`src/rtl/dm_arbiter_pkg.sv`:
```
// Shared encodings for the data-memory arbiter: access sizes, FSM states
// and byte-enable patterns.
package dm_arbiter_pkg;

   localparam logic [1:0] SZ_BYTE = 2'b00;
   localparam logic [1:0] SZ_HALF = 2'b01;
   localparam logic [1:0] SZ_WORD = 2'b10;

   typedef enum logic [1:0] {
      IDLE   = 2'd0,
      ACCESS = 2'd1,
      RESP   = 2'd2
   } state_e;

   localparam logic [3:0] BE_NONE = 4'b0000;
   localparam logic [3:0] BE_B0   = 4'b0001;
   localparam logic [3:0] BE_B1   = 4'b0010;
   localparam logic [3:0] BE_B2   = 4'b0100;
   localparam logic [3:0] BE_B3   = 4'b1000;
   localparam logic [3:0] BE_LO   = 4'b0011;
   localparam logic [3:0] BE_HI   = 4'b1100;
   localparam logic [3:0] BE_ALL  = 4'b1111;

endpackage

```
`src/rtl/dm_arbiter_be_gen.sv`:
```
// Byte-enable generator: access size and address[1:0] to lane enables,
// plus a misalignment / illegal-size flag. Also usable by the CPU store path.
module dm_be_gen
   import dm_arbiter_pkg::*;
(
   input  logic [1:0] size_i,
   input  logic [1:0] addr_i,
   output logic [3:0] be_o,
   output logic       misal_o
);

   always_comb begin
      be_o    = BE_NONE;
      misal_o = 1'b0;
      case (size_i)
         SZ_BYTE: begin
            case (addr_i)
               2'b00:   be_o = BE_B0;
               2'b01:   be_o = BE_B1;
               2'b10:   be_o = BE_B2;
               default: be_o = BE_B3;
            endcase
         end
         SZ_HALF: begin
            be_o    = addr_i[1] ? BE_HI : BE_LO;
            misal_o = addr_i[0];
         end
         SZ_WORD: begin
            be_o    = BE_ALL;
            misal_o = |addr_i;
         end
         default: misal_o = 1'b1;
      endcase
      // Rejected accesses never enable a lane.
      if (misal_o) be_o = BE_NONE;
   end

endmodule

```
`src/rtl/dm_arbiter.sv`:
```
// Two-port arbiter and access sequencer for the single-port data memory.
// IDLE grants and latches a request, ACCESS drives the memory, RESP acks.
module dm_arbiter
   import dm_arbiter_pkg::*;
#(
   parameter bit FIXED_PRIO = 1'b0
) (
   input  logic        clk,
   input  logic        rst_n,
   input  logic        m0_req,
   input  logic        m0_we,
   input  logic [1:0]  m0_size,
   input  logic        m0_signed,
   input  logic [11:0] m0_addr,
   input  logic [31:0] m0_wdata,
   output logic        m0_ack,
   output logic        m0_err,
   output logic [31:0] m0_rdata,
   input  logic        m1_req,
   input  logic        m1_we,
   input  logic [1:0]  m1_size,
   input  logic        m1_signed,
   input  logic [11:0] m1_addr,
   input  logic [31:0] m1_wdata,
   output logic        m1_ack,
   output logic        m1_err,
   output logic [31:0] m1_rdata,
   output logic [9:0]  dm_addr,
   output logic [3:0]  dm_be,
   output logic [31:0] dm_din,
   output logic        dm_wr,
   output logic        dm_signed,
   input  logic [31:0] dm_dout,
   output logic        busy
);

   state_e      state_q;
   logic        last_grant_q, grant_q, we_q;
   logic        m0_ack_q, m1_ack_q, m0_err_q, m1_err_q;
   logic [31:0] m0_rdata_q, m1_rdata_q;
   logic [9:0]  dm_addr_q;
   logic [3:0]  dm_be_q;
   logic [31:0] dm_din_q;
   logic        dm_wr_q, dm_signed_q;

   logic        win;
   logic        sel_we, sel_signed, sel_misal;
   logic [1:0]  sel_size;
   logic [11:0] sel_addr;
   logic [31:0] sel_wdata;
   logic [3:0]  sel_be;

   // Round-robin favours the port that did not win last time.
   always_comb begin
      if (m0_req && m1_req) win = FIXED_PRIO ? 1'b0 : ~last_grant_q;
      else                  win = ~m0_req;
      sel_we     = win ? m1_we     : m0_we;
      sel_size   = win ? m1_size   : m0_size;
      sel_signed = win ? m1_signed : m0_signed;
      sel_addr   = win ? m1_addr   : m0_addr;
      sel_wdata  = win ? m1_wdata  : m0_wdata;
   end

   dm_be_gen u_be_gen (
      .size_i  (sel_size),
      .addr_i  (sel_addr[1:0]),
      .be_o    (sel_be),
      .misal_o (sel_misal)
   );

   always_ff @(posedge clk) begin
      if (!rst_n) begin
         state_q      <= IDLE;
         last_grant_q <= 1'b1;
         grant_q      <= 1'b0;
         we_q         <= 1'b0;
         m0_ack_q     <= 1'b0;
         m1_ack_q     <= 1'b0;
         m0_err_q     <= 1'b0;
         m1_err_q     <= 1'b0;
         m0_rdata_q   <= '0;
         m1_rdata_q   <= '0;
         dm_addr_q    <= '0;
         dm_be_q      <= '0;
         dm_din_q     <= '0;
         dm_wr_q      <= 1'b0;
         dm_signed_q  <= 1'b0;
      end else begin
         m0_ack_q <= 1'b0;
         m1_ack_q <= 1'b0;
         m0_err_q <= 1'b0;
         m1_err_q <= 1'b0;
         case (state_q)
            IDLE: begin
               if (m0_req || m1_req) begin
                  grant_q      <= win;
                  last_grant_q <= win;
                  we_q         <= sel_we;
                  dm_addr_q    <= sel_addr[11:2];
                  dm_din_q     <= sel_wdata;
                  if (sel_misal) begin
                     state_q <= RESP;
                     if (win) begin
                        m1_ack_q <= 1'b1; m1_err_q <= 1'b1; m1_rdata_q <= '0;
                     end else begin
                        m0_ack_q <= 1'b1; m0_err_q <= 1'b1; m0_rdata_q <= '0;
                     end
                  end else begin
                     state_q     <= ACCESS;
                     dm_wr_q     <= sel_we;
                     dm_be_q     <= sel_be;
                     dm_signed_q <= sel_signed;
                  end
               end
            end
            ACCESS: begin
               state_q     <= RESP;
               dm_wr_q     <= 1'b0;
               dm_be_q     <= '0;
               dm_signed_q <= 1'b0;
               if (grant_q) begin
                  m1_ack_q   <= 1'b1;
                  m1_rdata_q <= we_q ? '0 : dm_dout;
               end else begin
                  m0_ack_q   <= 1'b1;
                  m0_rdata_q <= we_q ? '0 : dm_dout;
               end
            end
            RESP:    state_q <= IDLE;
            default: state_q <= IDLE;
         endcase
      end
   end

   assign m0_ack    = m0_ack_q;
   assign m1_ack    = m1_ack_q;
   assign m0_err    = m0_err_q;
   assign m1_err    = m1_err_q;
   assign m0_rdata  = m0_rdata_q;
   assign m1_rdata  = m1_rdata_q;
   assign dm_addr   = dm_addr_q;
   assign dm_be     = dm_be_q;
   assign dm_din    = dm_din_q;
   assign dm_wr     = dm_wr_q;
   assign dm_signed = dm_signed_q;
   assign busy      = (state_q != IDLE);

endmodule

```
`config.mk`:
```
export PLATFORM = sky130hd
export DESIGN_NAME = dm_arbiter
export DESIGN_NICKNAME = d
export VERILOG_FILES = /design/src/rtl/dm_arbiter_pkg.sv /design/src/rtl/dm_arbiter_be_gen.sv /design/src/rtl/dm_arbiter.sv
export SDC_FILE = /design/constraint.sdc
export NUM_CORES = 1
export LEC_CHECK = 0
export ABC_AREA = 1
export BUFFER_PORTS_ARGS = -buffer_cell sky130_fd_sc_hd__buf_4
export CORE_ASPECT_RATIO = 1.5
export CORE_MARGIN = 2
export CORE_UTILIZATION = 51
export CTS_CLUSTER_SIZE = 30
export DETAILED_ROUTE_END_ITERATION = 6
export PLACE_DENSITY = 0.88
export REMOVE_ABC_BUFFERS = 1
export SYNTH_ARGS = -nofsm -noshare
export SYNTH_HDL_FRONTEND = slang
export SYNTH_HIERARCHICAL = 1
export SYNTH_SLANG_ARGS = --single-unit
```
`constraint.sdc`:
```
create_clock -name clk -period 3.3 [get_ports clk]
set_input_delay 0 -clock clk [delete_from_list [all_inputs] [get_ports clk]]
set_output_delay 0 -clock clk [all_outputs]
set_load 0.02 [all_outputs]
```
==> impl_metrics.json <==
{
  "cp.arrival_ns": 3.30,
  "placedCellCount": 1215,
  "p_comb_frac": 0.352,
  "multi_input_area_um2": 2560,
  "yosys_warnings": 6,
  "worst_pin_slew_ns": 0.708,
  "initial_core_util": 0.519,
  "synth_compound_area_frac": 0.0857,
  "path_max_fanout": 46,
  "yosysSeqAreaShare": 0.424,
  "yosys.area.top_type_share": 0.424,
  "layout_common_cells": "254 x buf_4, 246 x nand2_1, 151 x nor2_1, 121 x dfxtp_1, 116 x inv_1",
  "yosysTopAreaCell": "dfxtp_1",
  "place_congestion": 0.925,
  "tritoncts": "built",
  "synthAdderAreaFrac": 0,
  "grt_pass1_vias": 6995,
  "synth_area_leaders": "dfxtp_1 42%, nand2_1 16%, nor2_1 9.9%",
  "io_pins": 249,
  "setup_viol": 0,
  "fmax_mhz": 333,
  "ctsHoldBuffers": 100,
  "tns_ns": 0,
  "clockPowerShare": 0.322,
  "htree_levels": 4,
  "clock-sinks": 121,
  "intPower_w": 0.00371,
  "hold_viol_final": 0,
  "worstHoldPathType": "input port to flop",
  "synthSimpleGateAreaFrac": 0.361,
  "die_h_um": 134,
  "cts_buffers": 17,
  "max_cap_violations": 0,
  "dr_total_vias": 7084,
  "core-area_um2": 11000,
  "via_per_inst": 5.26,
  "seqCellArea_um2": 2420,
  "drc": 0,
  "async_flop_share": 0,
  "outcome": "completed",
  "dp_hpwl_um": 11600,
  "synth-seq-cells": 121,
  "die_area_um2": 12100,
  "critPathLaunchType": "flop",
  "cts_buffer_depth": 2,
  "power_switching_w": 0.00198,
  "finalNetCount": 1319,
  "layout-drive-gt1-share": 0.255,
  "detail_route.first_pass.iterations": 5,
  "timing_worst_setup_path_type": "flop to flop",
  "die_w_um": 90.4,
  "track_usage": 0.357,
  "synth_mux_area_frac": 0,
  "synth_xor_area_frac": 0,
  "insertion_delay_ns": 0.41,
  "ir_worst_vdd_uv": 357,
  "slew_headroom": 0.528,
  "grt-ovfl-total": 0,
  "portBuffers": 248,
  "clock-skew-final_ns": 0.0126,
  "pwr_density_cell_nw_per_um2": 623,
  "cts_setup_buffers": 0,
  "synth_top_family_by_area": "simple AND/OR/NAND/NOR gates",
  "syn_avg_cell_area_um2": 6.58,
  "critPathRequiredTime_ns": 3.60,
  "drv_slew": 0,
  "num_rows": 47,
  "final_common_cell": "buf_4",
  "worst_setup_path_end_kind": "flop",
  "ys_types": 25,
  "grt_setup_unrepaired": "false",
  "stdcell_count": 1346,
  "syn_to_final_growth_pct": 60.1,
  "cts_resized": 0,
  "drt_iter0_drc": 454,
  "cts_root_buf": "clkbuf_16",
  "wl_per_cell_um": 16.4,
  "min_period_over_period": 0.909,
  "grt_max_degree": 73,
  "seqPwrFrac": 0.326,
  "post-route-min-period_ns": 3.00,
  "netSwitchingFraction": 0.348,
  "synth-edff-count": 0,
  "antenna_found_initial": 1,
  "grt_pass1_wl_um": 34600,
  "nFillCells": 620,
  "p_leak_nw": 4.80,
  "netlist_instances": 867,
  "synth_area_um2": 5710,
  "ys.flop_type": "dfxtp_1",
  "wl_um": 22100,
  "postRouteAntennaNets": 0,
  "path_clk_slew_ns": 0.06
}
[worst max-delay path, stage by stage (launching register included)]
cell     delay (ns)
dfxtp_1        0.31
inv_1          0.08
nand2_1        0.10
nand2_1        0.36
nand2_1        0.20
nand2_1        0.16
o21ai_1        0.27
nand2_2        0.14
o21ai_0        0.33
nor2_4         0.14
nand2_4        0.39
inv_2          0.19
nor2_1         0.15
nor2_1         0.06
[per-layer routing]
metal | track usage | wire, µm | part of all wire | vias up
met5 | 0 | 0 | 0 | -
met4 | 0.204 | 1170 | 0.053 | 0
met3 | 0.0962 | 1980 | 0.090 | 108
met2 | 0.613 | 10900 | 0.49 | 469
met1 | 0.397 | 8050 | 0.36 | 3186
li1 | - | - | - | 3321
[metrics by stage]
stage                     power (W)  setup WS, ns  utilization  cell area (µm²)  hold slack, ns
after floorplan             0.00286        -0.335            -             5440           0.101
after global placement      0.00356         0.682        0.687             7560           0.288
after detailed placement    0.00360         0.520        0.687             7560           0.293
after CTS                   0.00559         0.457        0.831             9140         0.00149
after global routing        0.00594        0.0854        0.831             9140          0.0442
final                       0.00569         0.299        0.831             9140         0.00694
[cells in the mapped netlist (3+ instances only)]
library cell	number
nand2_1	246
a21oi_1	21
o21ai_0	8
o21ai_1	3
nand4_1	24
nand3_1	52
clkbuf_1	22
nor2_4	3
buf_4	5
buf_2	23
dfxtp_1	121
buf_6	3
nand3b_1	3
inv_2	7
inv_1	116
nand2_4	3
o211ai_1	43
nor2_2	4
nor2_1	151
[final timing paths]
| check | startpoint | endpoint | slack (ns) | depth (start not counted) |
|---|---|---|---|---|
| setup / recovery | last_grant_q | m0_rdata[16] | 0.30 | 13 |
| hold / removal | dm_dout[8] | m0_rdata[8] | 0.007 | 5 |
| setup reg to reg | last_grant_q | m0_rdata[16] | 0.30 | 13 |
| hold reg to reg | grant_q | grant_q | 0.47 | 2 |
[final cells by class]
| class | count | area share |
|---|---|---|
| Clock buffer | 22 | 0.0530 |
| Timing Repair Buffer | 355 | 0.320 |
| Inverter | 124 | 0.0509 |
| Tap cell | 147 | 0.0201 |
| Clock inverter | 8 | 0.0104 |
| Sequential cell | 121 | 0.265 |
| Antenna cell | 1 | 0.000274 |
| Multi-Input combinational cell | 568 | 0.280 |
[power by group through the flow]
stage,Sequential [W],Clock (W),Combinational [W]
finish,0.00185,0.00183,0.00201
global route,0.00187,0.00191,0.00216
CTS,0.00184,0.00183,0.00192
detailed placement,0.00186,0,0.00174
global placement,0.00186,0,0.00171
floorplan,0.00214,0,0.000726
[sequential cells by signal, indices dropped and copies added, names as in the netlist]
| register | flops |
|---|---|
| dm_wr | 1 |
| m1_err | 1 |
| dm_addr | 10 |
| grant_q | 1 |
| dm_din | 32 |
| state_q | 2 |
| last_grant_q | 1 |
| dm_be | 4 |
| m1_ack | 1 |
| we_q | 1 |
| m0_rdata | 32 |
| m0_ack | 1 |
| dm_signed | 1 |
| m1_rdata | 32 |
| m0_err | 1 |
[cell families (layout without fill, tap and decap cells)]
family | count (synthesis) | after routing
AO/OA/AOI/OAI | 76 | 76
AND/OR/NAND/NOR | 492 | 492
buffers and inverters | 178 | 509
flip-flops | 121 | 121
other | 0 | 1
No activity file was read; power rests on OpenSTA's default activity.
